==> src/rtl/eth_pkg.sv <==
// Shared constants and state encoding for the Ethernet/IPv4/UDP receive filter.
package eth_pkg;

    localparam logic [15:0] ETHERTYPE_IPV4 = 16'h0800;
    localparam logic [7:0]  IP_PROTO_UDP   = 8'h11;
    localparam logic [3:0]  IP_VERSION_4   = 4'd4;
    localparam logic [47:0] BCAST_MAC      = 48'hFFFF_FFFF_FFFF;
    localparam logic [7:0]  PREAMBLE_BYTE  = 8'h55;
    localparam logic [7:0]  SFD_BYTE       = 8'hD5;

    localparam int unsigned ETH_HDR_LEN    = 14;
    localparam int unsigned IP_MIN_HDR_LEN = 20;
    localparam int unsigned UDP_HDR_LEN    = 8;

    typedef enum logic [2:0] {
        IDLE,
        PREAMBLE,
        ETH_HDR,
        IP_HDR,
        IP_OPT,
        UDP_HDR,
        PAYLOAD,
        DRAIN
    } rx_state_t;

endpackage

==> src/rtl/ip_csum_accum.sv <==
// IPv4 header checksum accumulator: 16-bit one's-complement sum with end-around carry.
module ip_csum_accum (
    input  logic        clk,
    input  logic        resetn,
    input  logic        i_clear,
    input  logic        i_add,
    input  logic [15:0] i_word,
    output logic [15:0] o_sum
);

    logic [15:0] r_sum;
    logic [16:0] w_add;
    logic [15:0] w_fold;

    // The folded carry can never overflow again: FFFF+FFFF folds to FFFF.
    assign w_add  = {1'b0, r_sum} + {1'b0, i_word};
    assign w_fold = w_add[15:0] + 16'(w_add[16]);
    assign o_sum  = r_sum;

    always_ff @(posedge clk or negedge resetn) begin
        if (!resetn) begin
            r_sum <= '0;
        end else if (i_clear) begin
            r_sum <= '0;
        end else if (i_add) begin
            r_sum <= w_fold;
        end
    end

endmodule

==> src/rtl/eth_udp_rx_filter.sv <==
// UDP receive filter: validates Ethernet II / IPv4 / UDP headers from the RMII byte
// stream and forwards the payload of frames addressed to one of the configured ports.
module eth_udp_rx_filter
    import eth_pkg::*;
#(
    parameter logic [47:0]             FPGA_MAC     = 48'h001A2B3C4D5E,
    parameter logic [31:0]             FPGA_IP      = 32'hC0000292,
    parameter int unsigned             NUM_PORTS    = 2,
    parameter logic [NUM_PORTS*16-1:0] PORT_LIST    = {16'd5006, 16'd5005},
    parameter bit                      ACCEPT_BCAST = 1'b1,
    parameter int unsigned             COUNT_W      = 16,
    localparam int unsigned            IDX_W        = (NUM_PORTS > 1) ? $clog2(NUM_PORTS) : 1
) (
    input  logic               clk,
    input  logic               resetn,
    input  logic               data_valid,
    input  logic [7:0]         received_byte,
    input  logic               byte_valid,
    output logic [7:0]         payload,
    output logic               payload_valid,
    output logic               payload_first,
    output logic               payload_last,
    output logic [IDX_W-1:0]   payload_port_idx,
    output logic               payload_abort,
    output logic [COUNT_W-1:0] rx_ok_count,
    output logic [COUNT_W-1:0] rx_drop_count
);

    rx_state_t        r_state, w_state_nxt;
    logic [5:0]       r_cnt, w_cnt_nxt;
    logic [7:0]       r_prev;
    logic             r_fail, r_uni_ok, r_bc_ok, r_ip_ok, r_first;
    logic [3:0]       r_ihl;
    logic [15:0]      r_dport, r_udp_len, r_remaining;
    logic [15:0]      w_csum;
    logic [7:0]       w_mac_byte, w_ip_byte;
    logic [5:0]       w_opt_last;
    logic             w_port_hit;
    logic [IDX_W-1:0] w_port_idx;
    logic             w_byte, w_uni_match, w_bc_match, w_ip_match, w_reject;
    logic             w_drop, w_ok, w_abort, w_beat, w_last, w_accept;

    assign w_byte      = data_valid & byte_valid;
    assign w_uni_match = r_uni_ok && (received_byte == w_mac_byte);
    assign w_bc_match  = r_bc_ok && (received_byte == BCAST_MAC[7:0]);
    assign w_ip_match  = r_ip_ok && (received_byte == w_ip_byte);
    assign w_opt_last  = 6'({r_ihl - 4'd5, 2'b00}) - 6'd1;
    assign w_reject    = r_fail | (w_csum != 16'hFFFF) | ~w_port_hit
                       | (r_udp_len < 16'(UDP_HDR_LEN));

    ip_csum_accum u_csum (
        .clk    (clk),
        .resetn (resetn),
        .i_clear(r_state == PREAMBLE),
        .i_add  (w_byte && (r_state == IP_HDR || r_state == IP_OPT) && r_cnt[0]),
        .i_word ({r_prev, received_byte}),
        .o_sum  (w_csum)
    );

    // Expected address bytes, most significant first, indexed by header offset.
    always_comb begin
        w_mac_byte = 8'h00;
        w_ip_byte  = 8'h00;
        case (r_cnt[2:0])
            3'd0:    w_mac_byte = FPGA_MAC[47:40];
            3'd1:    w_mac_byte = FPGA_MAC[39:32];
            3'd2:    w_mac_byte = FPGA_MAC[31:24];
            3'd3:    w_mac_byte = FPGA_MAC[23:16];
            3'd4:    w_mac_byte = FPGA_MAC[15:8];
            3'd5:    w_mac_byte = FPGA_MAC[7:0];
            default: w_mac_byte = 8'h00;
        endcase
        case (r_cnt[1:0])
            2'd0:    w_ip_byte = FPGA_IP[31:24];
            2'd1:    w_ip_byte = FPGA_IP[23:16];
            2'd2:    w_ip_byte = FPGA_IP[15:8];
            default: w_ip_byte = FPGA_IP[7:0];
        endcase
    end

    // Lowest matching table index wins.
    always_comb begin
        w_port_hit = 1'b0;
        w_port_idx = '0;
        for (int i = int'(NUM_PORTS) - 1; i >= 0; i--) begin
            if (PORT_LIST[16*i +: 16] == r_dport) begin
                w_port_hit = 1'b1;
                w_port_idx = IDX_W'(i);
            end
        end
    end

    always_ff @(posedge clk or negedge resetn) begin
        if (!resetn) begin
            r_state <= IDLE;
            r_cnt   <= '0;
        end else begin
            r_state <= w_state_nxt;
            r_cnt   <= w_cnt_nxt;
        end
    end

    always_comb begin
        w_state_nxt = r_state;
        w_cnt_nxt   = r_cnt;
        w_drop      = 1'b0;
        w_ok        = 1'b0;
        w_abort     = 1'b0;
        w_beat      = 1'b0;
        w_last      = 1'b0;
        w_accept    = 1'b0;
        if (!data_valid) begin
            w_state_nxt = IDLE;
            w_cnt_nxt   = '0;
            w_abort     = (r_state == PAYLOAD);
            w_drop      = r_state inside {ETH_HDR, IP_HDR, IP_OPT, UDP_HDR};
        end else if (byte_valid) begin
            w_cnt_nxt = r_cnt + 6'd1;
            case (r_state)
                IDLE: if (received_byte == PREAMBLE_BYTE) w_state_nxt = PREAMBLE;
                PREAMBLE: begin
                    if (received_byte == SFD_BYTE) begin
                        w_state_nxt = ETH_HDR;
                        w_cnt_nxt   = '0;
                    end else if (received_byte != PREAMBLE_BYTE) begin
                        w_state_nxt = DRAIN;
                    end
                end
                ETH_HDR: if (r_cnt == 6'(ETH_HDR_LEN - 1)) begin
                    w_state_nxt = IP_HDR;
                    w_cnt_nxt   = '0;
                end
                IP_HDR: if (r_cnt == 6'(IP_MIN_HDR_LEN - 1)) begin
                    w_state_nxt = (r_ihl > 4'd5) ? IP_OPT : UDP_HDR;
                    w_cnt_nxt   = '0;
                end
                IP_OPT: if (r_cnt == w_opt_last) begin
                    w_state_nxt = UDP_HDR;
                    w_cnt_nxt   = '0;
                end
                UDP_HDR: if (r_cnt == 6'(UDP_HDR_LEN - 1)) begin
                    w_cnt_nxt = '0;
                    if (w_reject) begin
                        w_state_nxt = DRAIN;
                        w_drop      = 1'b1;
                    end else if (r_udp_len == 16'(UDP_HDR_LEN)) begin
                        w_state_nxt = DRAIN;
                        w_ok        = 1'b1;
                    end else begin
                        w_state_nxt = PAYLOAD;
                        w_accept    = 1'b1;
                    end
                end
                PAYLOAD: begin
                    w_beat = 1'b1;
                    if (r_remaining == 16'd1) begin
                        w_last      = 1'b1;
                        w_ok        = 1'b1;
                        w_state_nxt = DRAIN;
                    end
                end
                DRAIN:   w_state_nxt = DRAIN;
                default: w_state_nxt = IDLE;
            endcase
        end
    end

    // Header field capture; each check folds into r_fail as soon as its last byte arrives.
    always_ff @(posedge clk or negedge resetn) begin
        if (!resetn) begin
            r_prev    <= '0;
            r_fail    <= 1'b0;
            r_uni_ok  <= 1'b0;
            r_bc_ok   <= 1'b0;
            r_ip_ok   <= 1'b0;
            r_ihl     <= '0;
            r_dport   <= '0;
            r_udp_len <= '0;
        end else if (w_byte) begin
            r_prev <= received_byte;
            case (r_state)
                PREAMBLE: begin
                    r_fail   <= 1'b0;
                    r_uni_ok <= 1'b1;
                    r_bc_ok  <= 1'b1;
                    r_ip_ok  <= 1'b1;
                end
                ETH_HDR: begin
                    if (r_cnt < 6'd6) begin
                        r_uni_ok <= w_uni_match;
                        r_bc_ok  <= w_bc_match;
                    end
                    if (r_cnt == 6'd5 && !(w_uni_match || (ACCEPT_BCAST && w_bc_match)))
                        r_fail <= 1'b1;
                    if (r_cnt == 6'd13 && {r_prev, received_byte} != ETHERTYPE_IPV4)
                        r_fail <= 1'b1;
                end
                IP_HDR: begin
                    if (r_cnt == 6'd0) begin
                        r_ihl <= received_byte[3:0];
                        if (received_byte[7:4] != IP_VERSION_4 || received_byte[3:0] < 4'd5)
                            r_fail <= 1'b1;
                    end
                    if (r_cnt == 6'd9 && received_byte != IP_PROTO_UDP) r_fail <= 1'b1;
                    if (r_cnt >= 6'd16) r_ip_ok <= w_ip_match;
                    if (r_cnt == 6'd19 && !w_ip_match) r_fail <= 1'b1;
                end
                UDP_HDR: begin
                    if (r_cnt == 6'd3) r_dport   <= {r_prev, received_byte};
                    if (r_cnt == 6'd5) r_udp_len <= {r_prev, received_byte};
                end
                default: ;
            endcase
        end
    end

    always_ff @(posedge clk or negedge resetn) begin
        if (!resetn) begin
            payload          <= '0;
            payload_valid    <= 1'b0;
            payload_first    <= 1'b0;
            payload_last     <= 1'b0;
            payload_port_idx <= '0;
            payload_abort    <= 1'b0;
            rx_ok_count      <= '0;
            rx_drop_count    <= '0;
            r_remaining      <= '0;
            r_first          <= 1'b0;
        end else begin
            payload_valid <= w_beat;
            payload_first <= w_beat & r_first;
            payload_last  <= w_last;
            payload_abort <= w_abort;
            if (w_beat) payload <= received_byte;
            if (w_accept) begin
                payload_port_idx <= w_port_idx;
                r_remaining      <= r_udp_len - 16'(UDP_HDR_LEN);
                r_first          <= 1'b1;
            end else if (w_beat) begin
                r_remaining <= r_remaining - 16'd1;
                r_first     <= 1'b0;
            end
            if (w_ok && rx_ok_count != '1)     rx_ok_count   <= rx_ok_count + COUNT_W'(1);
            if (w_drop && rx_drop_count != '1) rx_drop_count <= rx_drop_count + COUNT_W'(1);
        end
    end

endmodule

==> config.mk <==
export PLATFORM = sky130hd
export DESIGN_NAME = eth_udp_rx_filter
export DESIGN_NICKNAME = d
export VERILOG_FILES = /design/src/rtl/eth_pkg.sv /design/src/rtl/ip_csum_accum.sv /design/src/rtl/eth_udp_rx_filter.sv
export SDC_FILE = /design/constraint.sdc
export NUM_CORES = 1
export LEC_CHECK = 0
export BUFFER_PORTS_ARGS = -buffer_cell sky130_fd_sc_hd__buf_2
export CORE_MARGIN = 2
export CORE_UTILIZATION = 35
export DETAILED_ROUTE_END_ITERATION = 10
export PLACE_DENSITY = 0.61
export SLEW_MARGIN = 20
export SYNTH_ARGS = -nofsm -noshare
export SYNTH_HDL_FRONTEND = slang
export SYNTH_SLANG_ARGS = --single-unit
==> constraint.sdc <==
create_clock -name clk -period 6.4 [get_ports clk]
set_input_delay 1.28 -clock clk [delete_from_list [all_inputs] [get_ports clk]]
set_output_delay 1.28 -clock clk [all_outputs]
set_load 0.01 [all_outputs]
Word-level counts from Yosys, hierarchy flattened
Index checks and enable logic that the tools add are counted.
{"block": "word_totals", "ff_bits": 135, "input_bits": 12, "out_inout_bits": 45, "word_cells": 194}
{"block": "classes", "n_addsub": 9, "order_cmp": 5, "eq_ne": 50, "mux": 71, "bitwise": 6, "n_reduce_logical": 32}
{"cell": "16-bit two-way mux", "n": 4}
{"cell": "16-bit != test (second input constant)", "n": 3}
{"cell": "6-bit two-way mux", "n": 7}
{"cell": "1-bit two-way mux", "n": 41}
{"cell": "7-bit case mux with 5 select lines", "n": 1}
{"cell": "16-bit by 1-bit adder with 16-bit output (second input constant)", "n": 2}
{"cell": "13-bit by 16-bit equality test with 1-bit output (first input constant)", "n": 2}
{"cell": "3-bit two-way mux", "n": 10}
{"cell": "6-bit case mux with 5 select lines", "n": 1}
{"cell": "3-bit case mux with 8 select lines", "n": 1}
{"cell": "8-bit case mux with 3 select lines", "n": 1}
{"cell": "3-bit equality test (second input constant)", "n": 6}
{"cell": "16-bit by 16-bit adder with 17-bit output", "n": 1}
{"cell": "16-bit by 1-bit adder with 16-bit output", "n": 1}
{"cell": "16-bit by 1-bit equality test with 1-bit output (second input constant)", "n": 1}
{"cell": "16-bit by 4-bit equality test with 1-bit output (second input constant)", "n": 1}
{"cell": "8-bit equality test", "n": 2}
{"cell": "8-bit equality test (second input constant)", "n": 2}
{"cell": "16-bit by 4-bit < comparator with 1-bit output (second input constant)", "n": 1}
{"cell": "16-bit by 12-bit != test with 1-bit output (second input constant)", "n": 1}
{"cell": "16-bit by 1-bit subtractor with 16-bit output (second input constant)", "n": 1}
{"cell": "16-bit by 4-bit subtractor with 16-bit output (second input constant)", "n": 1}
{"cell": "3-bit by 2-bit != test with 1-bit output (second input constant)", "n": 5}
{"cell": "3-bit AND reduction", "n": 5}
{"cell": "41 further kinds", "n": 72}

Longest topological paths before layout
Gate-level depths: netlist of run 1.
{"block": "depth", "word_depth": 12, "mapped_depth": 17, "ltp_nobuf": 17}

Modules after synthesis
Synthesis of run 1 repeated with hierarchy kept, for this count alone.
{"block": "hier_totals", "hier_cells": 890, "hier_area_um2": 8448.1}
{"module": "eth_udp_rx_filter", "instances": 1, "cells_per_inst": 678, "area_each_um2": 6633.9, "seq_area_each_um2": 2977.9}
{"module": "ip_csum_accum", "instances": 1, "cells_per_inst": 212, "area_each_um2": 1814.2, "seq_area_each_um2": 400.4}

Worst setup path before layout of run 1
OpenSTA, ideal clock, no wires.
{"block": "synth_timing", "path_kind": "input to register", "from": "in received_byte[1]", "to": "reg u_csum.r_sum[14] (netlist: u_csum.o_sum[14])", "setup_time_ns": 0.083, "arrival_time_ns": 4.348, "required_ns": 6.317, "slack_ns": 1.969, "cell_stages": 17, "path_buffers": 1, "cell_sequence": "clkbuf_1 > inv_1 > fa_1 > nor2b_1 > o31a_1 > o211ai_1 > a31oi_1 > a21o_1 > a21o_1 > ha_1 > ha_1 > and3_1 > o2111ai_1 > nor3_1 > nand3_1 > xor2_1 > o21ai_0"}
{"block": "synth_between", "elab_chain_cells": 4}
{"item": "start: declaration", "line_no": "eth_udp_rx_filter.sv:17", "rtl": "input logic [7:0] received_byte,"}
{"item": "16-bit by 16-bit adder with 17-bit output", "line_no": "ip_csum_accum.sv:16", "rtl": "assign w_add = {1'b0, r_sum} + {1'b0, i_word};"}
{"item": "16-bit by 1-bit adder with 16-bit output", "line_no": "ip_csum_accum.sv:17", "rtl": "assign w_fold = w_add[15:0] + 16'(w_add[16]);"}
{"item": "16-bit two-way mux", "line_no": "ip_csum_accum.sv:25", "rtl": "end else if (i_add) begin"}
{"item": "16-bit two-way mux", "line_no": "ip_csum_accum.sv:23", "rtl": "end else if (i_clear) begin"}
{"item": "end signal: assignment", "line_no": "ip_csum_accum.sv:26", "rtl": "r_sum <= w_fold;"}
{"item": "end: declaration", "line_no": "ip_csum_accum.sv:11", "rtl": "logic [15:0] r_sum;"}
No other way between the ends. The select of a mux whose other input is x is not followed.
A chain may end at the register's enable or synchronous reset.

Worst setup path after layout of run 1
{"block": "layout_timing", "from": "in received_byte[0]", "to": "reg u_csum.r_sum[15] (netlist: u_csum.o_sum[15])"}
The elaborated chain is that of the path after synthesis.

==> metrics, run 1 <==
result of the run complete, no violations; count of flip-flops with a built-in enable after synthesis 0; total area of sequential cells 3380 um^2; part of the power in the clock network 47.7%; number of antenna violations at the first check in global routing 1; kind of cell adding the most delay to the critical path simple AND/OR/NAND/NOR gates; Post-Synthesis Net Count 903; pwr dens 228 nW/um^2; most common library cell in the layout ignoring fill and taps dfrtp_1; combinational fraction of design power 8.7%; number of global-route vias before repair 6204; post-synth design cell area 8030 um^2; setup repair after global routing missed its margin no; post-synthesis sequential area ratio 42.1%; Final Max Slew Viols 0; initial cell density of the core 35.6%; CTS tree built; Critical Path Sink Type flip-flop; count of buffers added by post-CTS timing repair for setup 0; number of buffers added on ports 56; leakage power 4.41 nW; maximum clock skew at final layout 0.00775 ns; fraction of power consumed by sequential logic 43.6%; Congestion Overflow GR 0; vias post-DR 6398; ports placed on the boundary 57; global-route wire length before repair 33.1 mm; post-cts resize count 0; largest net degree at the start of global routing 75; Detailed Routing Iterations Pass 1 5; CTS hold repair buffers 0; final number of setup-violating endpoints 0; die height 155 um; maximum operating frequency 0.217 GHz; Hold WS 0.472 ns; maximum resistive drop on vdd 133 uV; Clock Tree Buf Depth 2; number of fill cells in the layout 2267; Remaining DRCs 0; CP cell instances buf_2 -> ha_1 -> inv_1 -> fa_1 -> nor2b_1 -> o31a_1 -> o211ai_1 -> a31oi_1 -> a21o_1 -> a21o_1 -> ha_1 -> and3_1 -> nand2_1 -> nor2_1 -> nor4b_1 -> nand4_1 -> xnor3_1 -> o21ai_0; final critical path time including I/O delays and setup 4.61 ns; antenna fix cells 0; post-synthesis cell count 853; Total Power Consumption 2.09 mW; cell type of the slowest stage on the worst timing path nor4b_1; share of post-route cells with drive strength above 1 16.6%; nets 953; most frequent cells in the layout 135 x dfrtp_1, 85 x nand2_1, 77 x nor2_1, 55 x buf_2, 52 x o21ai_0; Setup TNS 0 ns; register bit count reported by yosys 135; multi-input combinational cell area 4410 um^2; post-detail-place hpwl 14.2 mm; depth of the CTS H-tree 4; final period utilization 72.0%; startpoint type of the worst setup path input port; post-synth cell types 69; Rel. slew slack 31.9%; prevailing post-synth register cell dfrtp_1; routed wire length 19.8 mm; total CTS buffers 17; violation count after the first detailed-route iteration 369; DRT antenna net count 0; library cell used as clock root buffer clkbuf_16; row count 55; Die Width 155 um; placer's final routability congestion estimate 0.824; Worst-Skew Late Latency 0.41 ns; count of yosys warnings during synthesis 0; Hold Vio Cnt, Final 0; class of the most critical setup path in2reg; Area growth syn-to-layout 14.3%; TritonCTS sink count 135; post-synthesis async set-or-reset flop share 100%; worst-path maximum fanout 12; Crit path buffers/inverters 2; Core Area 22600 um^2; per-cell routed wire length 16.5 um; synthesized area per cell 9.42 um^2; switching share of power 25.0%; worst path arrival time 4.88 ns; Internal 1.57 mW; All-Layer GR Usage 17.1%; Vias per Instance 5.33; critical path's largest stage delay 0.50 ns; floorplan die area 24200 um^2; Max Cap Viol 0; worst-margin pin slew 1.01 ns; Worst Hold Class reg2reg; Switching Power 523 uW; Clk pin slew, worst setup/hold paths 0.06 ns; Required @ worst endpoint 6.67 ns
metal layers:
metal  global-route usage [%]  up-vias  part of all wire [%]
met4                     4.46        2                  0.97
met2                     27.1      109                    47
li1                         -     3139                     -
met1                     24.0     3131                    49
met5                        0        -                 0.040
met3                     3.20       17                   3.5
through the flow:
stage	setup WS [ns]	util, %	instance area, um^2	std cells
after floorplan	1.97	-	8030	853
after global placement	1.53	38.0	8580	1169
after detailed placement	1.40	38.0	8580	1169
after CTS	1.82	40.7	9180	1200
after global routing	1.35	40.7	9180	1200
final	1.79	40.7	9180	1200
synth_stat cells (4+ instances only):
cell | instances | area share, %
dfrtp_1 | 135 | 42
nand2_1 | 85 | 4.0
nor2_1 | 77 | 3.6
o21ai_0 | 52 | 3.2
nand3_1 | 49 | 3.1
xnor2_1 | 48 | 5.2
mux2_2 | 40 | 5.6
ha_1 | 37 | 5.8
xor2_1 | 37 | 4.0
inv_1 | 33 | 1.5
a21oi_1 | 27 | 1.7
nor3_1 | 26 | 1.6
clkbuf_1 | 24 | 1.1
nand4_1 | 21 | 1.6
and3_1 | 15 | 1.2
nor4_1 | 11 | 0.86
or3_1 | 11 | 0.86
a21o_1 | 9 | 0.84
nor2b_1 | 9 | 0.70
nand3b_1 | 7 | 0.65
a31oi_1 | 6 | 0.47
o21a_1 | 6 | 0.56
mux2i_1 | 4 | 0.50
nand2b_1 | 4 | 0.31
nor3b_1 | 4 | 0.37
o2111ai_1 | 4 | 0.44
or2_2 | 4 | 0.31
logic make-up (layout without fill, tap and decap cells):
| group | count (synthesis) | in the layout | synth area share (%) |
|---|---|---|---|
| AND/OR/NAND/NOR | 345 | 345 | 21.7 |
| AO/OA/AOI/OAI | 142 | 142 | 11.3 |
| flip-flops | 135 | 135 | 42.1 |
| XOR/XNOR | 86 | 86 | 9.55 |
| buffers and inverters | 63 | 125 | 3.21 |
| multiplexers | 44 | 44 | 6.11 |
| adder cells (fa/ha/maj) | 38 | 38 | 6.01 |
power by group through the flow:
stage          Combinational (mW)  Sequential, mW  Clock [mW]
3_5_place_dp                0.183           0.925           0
5_1_grt                     0.207           0.914        1.06
3_3_place_gp                0.182           0.926           0
4_1_cts                     0.184           0.910        1.02
6_report                    0.183           0.910       0.997
2_1_floorplan               0.121           0.915           0
final cells by class:
type	instances	share of cell area (%)
Multi-Input combinational cell	655	48.0
Sequential cell	135	36.8
Clock buffer	18	4.78
Tap cell	285	3.88
Timing Repair Buffer	61	3.53
Clock inverter	13	1.70
Inverter	33	1.35
worst register-to-register path, cell delays in order, from the launching register on:
cell and delay, ns:
dfrtp_1 0.38, ha_1 0.19, inv_1 0.06, fa_1 0.40
nor2b_1 0.22, o31a_1 0.21, o211ai_1 0.14, a31oi_1 0.24
a21o_1 0.15, a21o_1 0.11, ha_1 0.17, and3_1 0.19
nand2_1 0.11, nor2_1 0.17, nor4b_1 0.50, nand4_1 0.18
xnor3_1 0.23, o21ai_0 0.07
registers in the layout, summed over array words and instances, names as in the netlist, 3 cells and up:
signal         flops
payload            8
r_cnt              6
r_dport           16
r_ihl              4
r_prev             8
r_remaining       16
r_state            3
r_udp_len         16
rx_drop_count     16
rx_ok_count       16
u_csum.o_sum      16
path summary, 6_finish.rpt:
path,start,endpoint,slack (ns),depth (start not counted)
worst max-delay path,received_byte[0],u_csum.o_sum[15]$_DFFE_PN0P_,1.79,18
worst min-delay path,payload[2]$_DFFE_PN0P_,payload[2]$_DFFE_PN0P_,0.47,2
worst max register to register,u_csum.o_sum[0]$_DFFE_PN0P_,u_csum.o_sum[15]$_DFFE_PN0P_,2.54,17
worst min register to register,payload[2]$_DFFE_PN0P_,payload[2]$_DFFE_PN0P_,0.47,2
max in group asynchronous,resetn,r_udp_len[6]$_DFFE_PN0P_,4.24,2
min in group asynchronous,resetn,rx_ok_count[12]$_DFFE_PN0P_,0.89,1
(Power assumes the default switching activity.)
==> inputs of run 2 (changes only) <==
--- a/config.mk
+++ b/config.mk
@@ -9,7 +9,7 @@
 export CORE_MARGIN = 2
 export CORE_UTILIZATION = 35
 export DETAILED_ROUTE_END_ITERATION = 10
-export PLACE_DENSITY = 0.61
+export PLACE_DENSITY = 0.63
 export SLEW_MARGIN = 20
 export SYNTH_ARGS = -nofsm -noshare
 export SYNTH_HDL_FRONTEND = slang
==> constraint.sdc (replaced) <==
create_clock -name clk -period 3.8 [get_ports clk]
set_input_delay 0.76 -clock clk [delete_from_list [all_inputs] [get_ports clk]]
set_output_delay 0.76 -clock clk [all_outputs]
set_load 0.01 [all_outputs]
==> metrics, run 2 (synthesis results as in run 1) <==
maximum clock skew at final layout 0.00805 ns (was 0.00775 ns); Core Area 22600 um^2 (unchanged); post-detail-place hpwl 14.2 mm (about the same); final std cell area, no fill 9540 um^2 (was 9180 um^2); share of post-route cells with drive strength above 1 20.2% (was 16.6%); Final Max Slew Viols 0 (unchanged); number of buffers added on ports 56 (unchanged); All-Layer GR Usage 17.2% (was 17.1%); global-route wire length before repair 33.4 mm (was 33.1 mm); total CTS buffers 17 (unchanged); Congestion Overflow GR 0 (unchanged); number of global-route vias before repair 6452 (was 6204); number of antenna violations at the first check in global routing 0 (was 1); die height 155 um (unchanged); result of the run complete, no violations (unchanged); leakage power 4.61 nW (was 4.41 nW); placer's final routability congestion estimate 0.876 (was 0.824); most frequent cells in the layout 135 x dfrtp_1, 85 x nand2_1, 77 x nor2_1, 55 x buf_2, 51 x o21ai_0 (was 135 x dfrtp_1, 85 x nand2_1, 77 x nor2_1, 55 x buf_2, 52 x o21ai_0); TritonCTS sink count 135 (unchanged); Die Width 155 um (unchanged); violation count after the first detailed-route iteration 392 (was 369); number of fill cells in the layout 2226 (was 2267); worst-path maximum fanout 3 (was 12); placed instance area 8880 um^2 (was 8580 um^2); final period utilization 93.5%; row count 55 (unchanged); CP cell instances buf_2 -> ha_1 -> inv_1 -> fa_1 -> nor2b_2 -> o31a_1 -> o211ai_1 -> a31oi_2 -> a21o_1 -> a21o_1 -> ha_1 -> ha_1 -> and3_4 -> o2111ai_1 -> nor3_2 -> nand3_1 -> xor2_1 -> o21ai_0 (was buf_2 -> ha_1 -> inv_1 -> fa_1 -> nor2b_1 -> o31a_1 -> o211ai_1 -> a31oi_1 -> a21o_1 -> a21o_1 -> ha_1 -> and3_1 -> nand2_1 -> nor2_1 -> nor4b_1 -> nand4_1 -> xnor3_1 -> o21ai_0); Clock Tree Buf Depth 2 (unchanged); Required @ worst endpoint 4.13 ns (was 6.67 ns); worst-margin pin slew 0.829 ns (was 1.01 ns); Vias per Instance 5.27 (was 5.33); destination of the worst register-to-register timing path u_csum.o_sum[14]$_DFFE_PN0P_ (was u_csum.o_sum[15]$_DFFE_PN0P_); maximum operating frequency 0.281 GHz; class of the most critical setup path in2reg (unchanged); final critical path time including I/O delays and setup 3.55 ns; critical path's largest stage delay 0.39 ns (was 0.50 ns); pre-CTS WS -0.119 ns (was 1.40 ns); Max Cap Viol 0 (unchanged); maximum resistive drop on vdd 195 uV (was 133 uV); Area growth syn-to-layout 18.8% (was 14.3%); multi-input combinational cell area 4430 um^2 (was 4410 um^2); Hold Vio Cnt, Final 0 (unchanged); worst path arrival time 3.89 ns (was 4.88 ns); pwr dens 383 nW/um^2 (was 228 nW/um^2); DRT antenna net count 0 (unchanged); initial cell density of the core 35.6% (unchanged); Detailed Routing Iterations Pass 1 6 (was 5); floorplan die area 24200 um^2 (unchanged); Clk pin slew, worst setup/hold paths 0.06 ns (about the same); total area of sequential cells 3380 um^2 (unchanged); startpoint of the worst-slack reg-to-reg timing path r_prev[1]$_DFFE_PN0P_ (was u_csum.o_sum[0]$_DFFE_PN0P_); core occupancy in the finished layout 42.3% (was 40.7%); per-cell routed wire length 16.1 um (was 16.5 um); count of buffers added by post-CTS timing repair for setup 0 (unchanged); Worst-Skew Late Latency 0.41 ns (about the same); vias post-DR 6524 (was 6398); cell type of the slowest stage on the worst timing path fa_1 (was nor4b_1); depth of the CTS H-tree 4 (unchanged); most common library cell in the layout ignoring fill and taps dfrtp_1 (unchanged); startpoint type of the worst setup path input port (unchanged); antenna fix cells 0 (unchanged); most frequent cell on the critical path ha_1; routed wire length 19.9 mm (was 19.8 mm); cells on worst reg2reg path 15 (was 17); library cell used as clock root buffer clkbuf_16 (unchanged); ports placed on the boundary 57 (unchanged); largest net degree at the start of global routing 87 (was 75); nets 989 (was 953); final number of setup-violating endpoints 0 (unchanged); Worst Hold Class in2async (was reg2reg); reg2reg setup slack 0.25 ns (was 2.54 ns); Rel. slew slack 44.7% (was 31.9%); Remaining DRCs 0 (unchanged); Critical Path Sink Type flip-flop (unchanged); worst setup margin 0.246 ns (was 1.79 ns); CTS tree built (unchanged)
## run 2: cell count changes in the layout (fill, tap and decap cells not counted), sizes merged
cell	delta
buf	+36
bufinv	+1
clkbuf	+3
clkinv	-3
## run 2: layout make-up
class,instances,share of cell area (%)
Multi-Input combinational cell,655,46.5
Clock buffer,21,4.93
Tap cell,285,3.74
Sequential cell,135,35.4
Inverter,33,1.30
Clock inverter,11,1.80
Timing Repair Buffer,97,6.36
## run 2: worst max-delay path by stage
stage                      from                      endpoint  slack (ns)  cells past startpoint
2_1_floorplan  received_byte[1]  u_csum.o_sum[12]$_DFFE_PN0P_        0.02                     17
3_3_place_gp   received_byte[0]  u_csum.o_sum[12]$_DFFE_PN0P_        0.03                     18
3_5_place_dp   received_byte[0]  u_csum.o_sum[12]$_DFFE_PN0P_       -0.12                     18
4_1_cts        received_byte[0]  u_csum.o_sum[12]$_DFFE_PN0P_        0.27                     18
5_1_grt        received_byte[0]  u_csum.o_sum[10]$_DFFE_PN0P_       -0.04                     18
6_report       received_byte[0]  u_csum.o_sum[14]$_DFFE_PN0P_        0.25                     18
## run 2: stage by stage
stage	power (mW)	hold slack, ns	TNS (ns)	cells
global placement	1.89	0.459	0	1205
CTS	3.69	0.450	0	1237
finish	3.65	0.407	0	1237
floorplan	1.75	0.442	0	853
global route	3.80	0.462	-0.137	1237
detailed placement	1.90	0.458	-0.493	1205
## run 2: per-layer routing
metal,routed length (um),vias to the layer above,track usage (%)
li1,-,3211,-
met1,9420,3147,23.7
met2,9380,135,27.3
met3,745,31,2.87
met4,336,0,6.38
met5,0,-,0
## run 2: timing repair
item,CTS,global route
setup endpoints to repair,0,6
hold endpoints to repair,0,0
hold buffers,0,0
resized for setup,0,6
## run 2: critical path, delay by kind of cell
family,cells,cell delay (ns)
AO/OA/AOI/OAI,7,1.14
adder cells (fa/ha/maj),4,0.88
AND/OR/NAND/NOR,4,0.79
buffers and inverters,2,0.16
XOR/XNOR,1,0.16
## run 2: where the power goes
group | internal [mW] | switching, mW
Sequential | 1.48 | 0.0569
Clock | 1.15 | 0.629
Combinational | 0.140 | 0.199
Total | 2.77 | 0.884
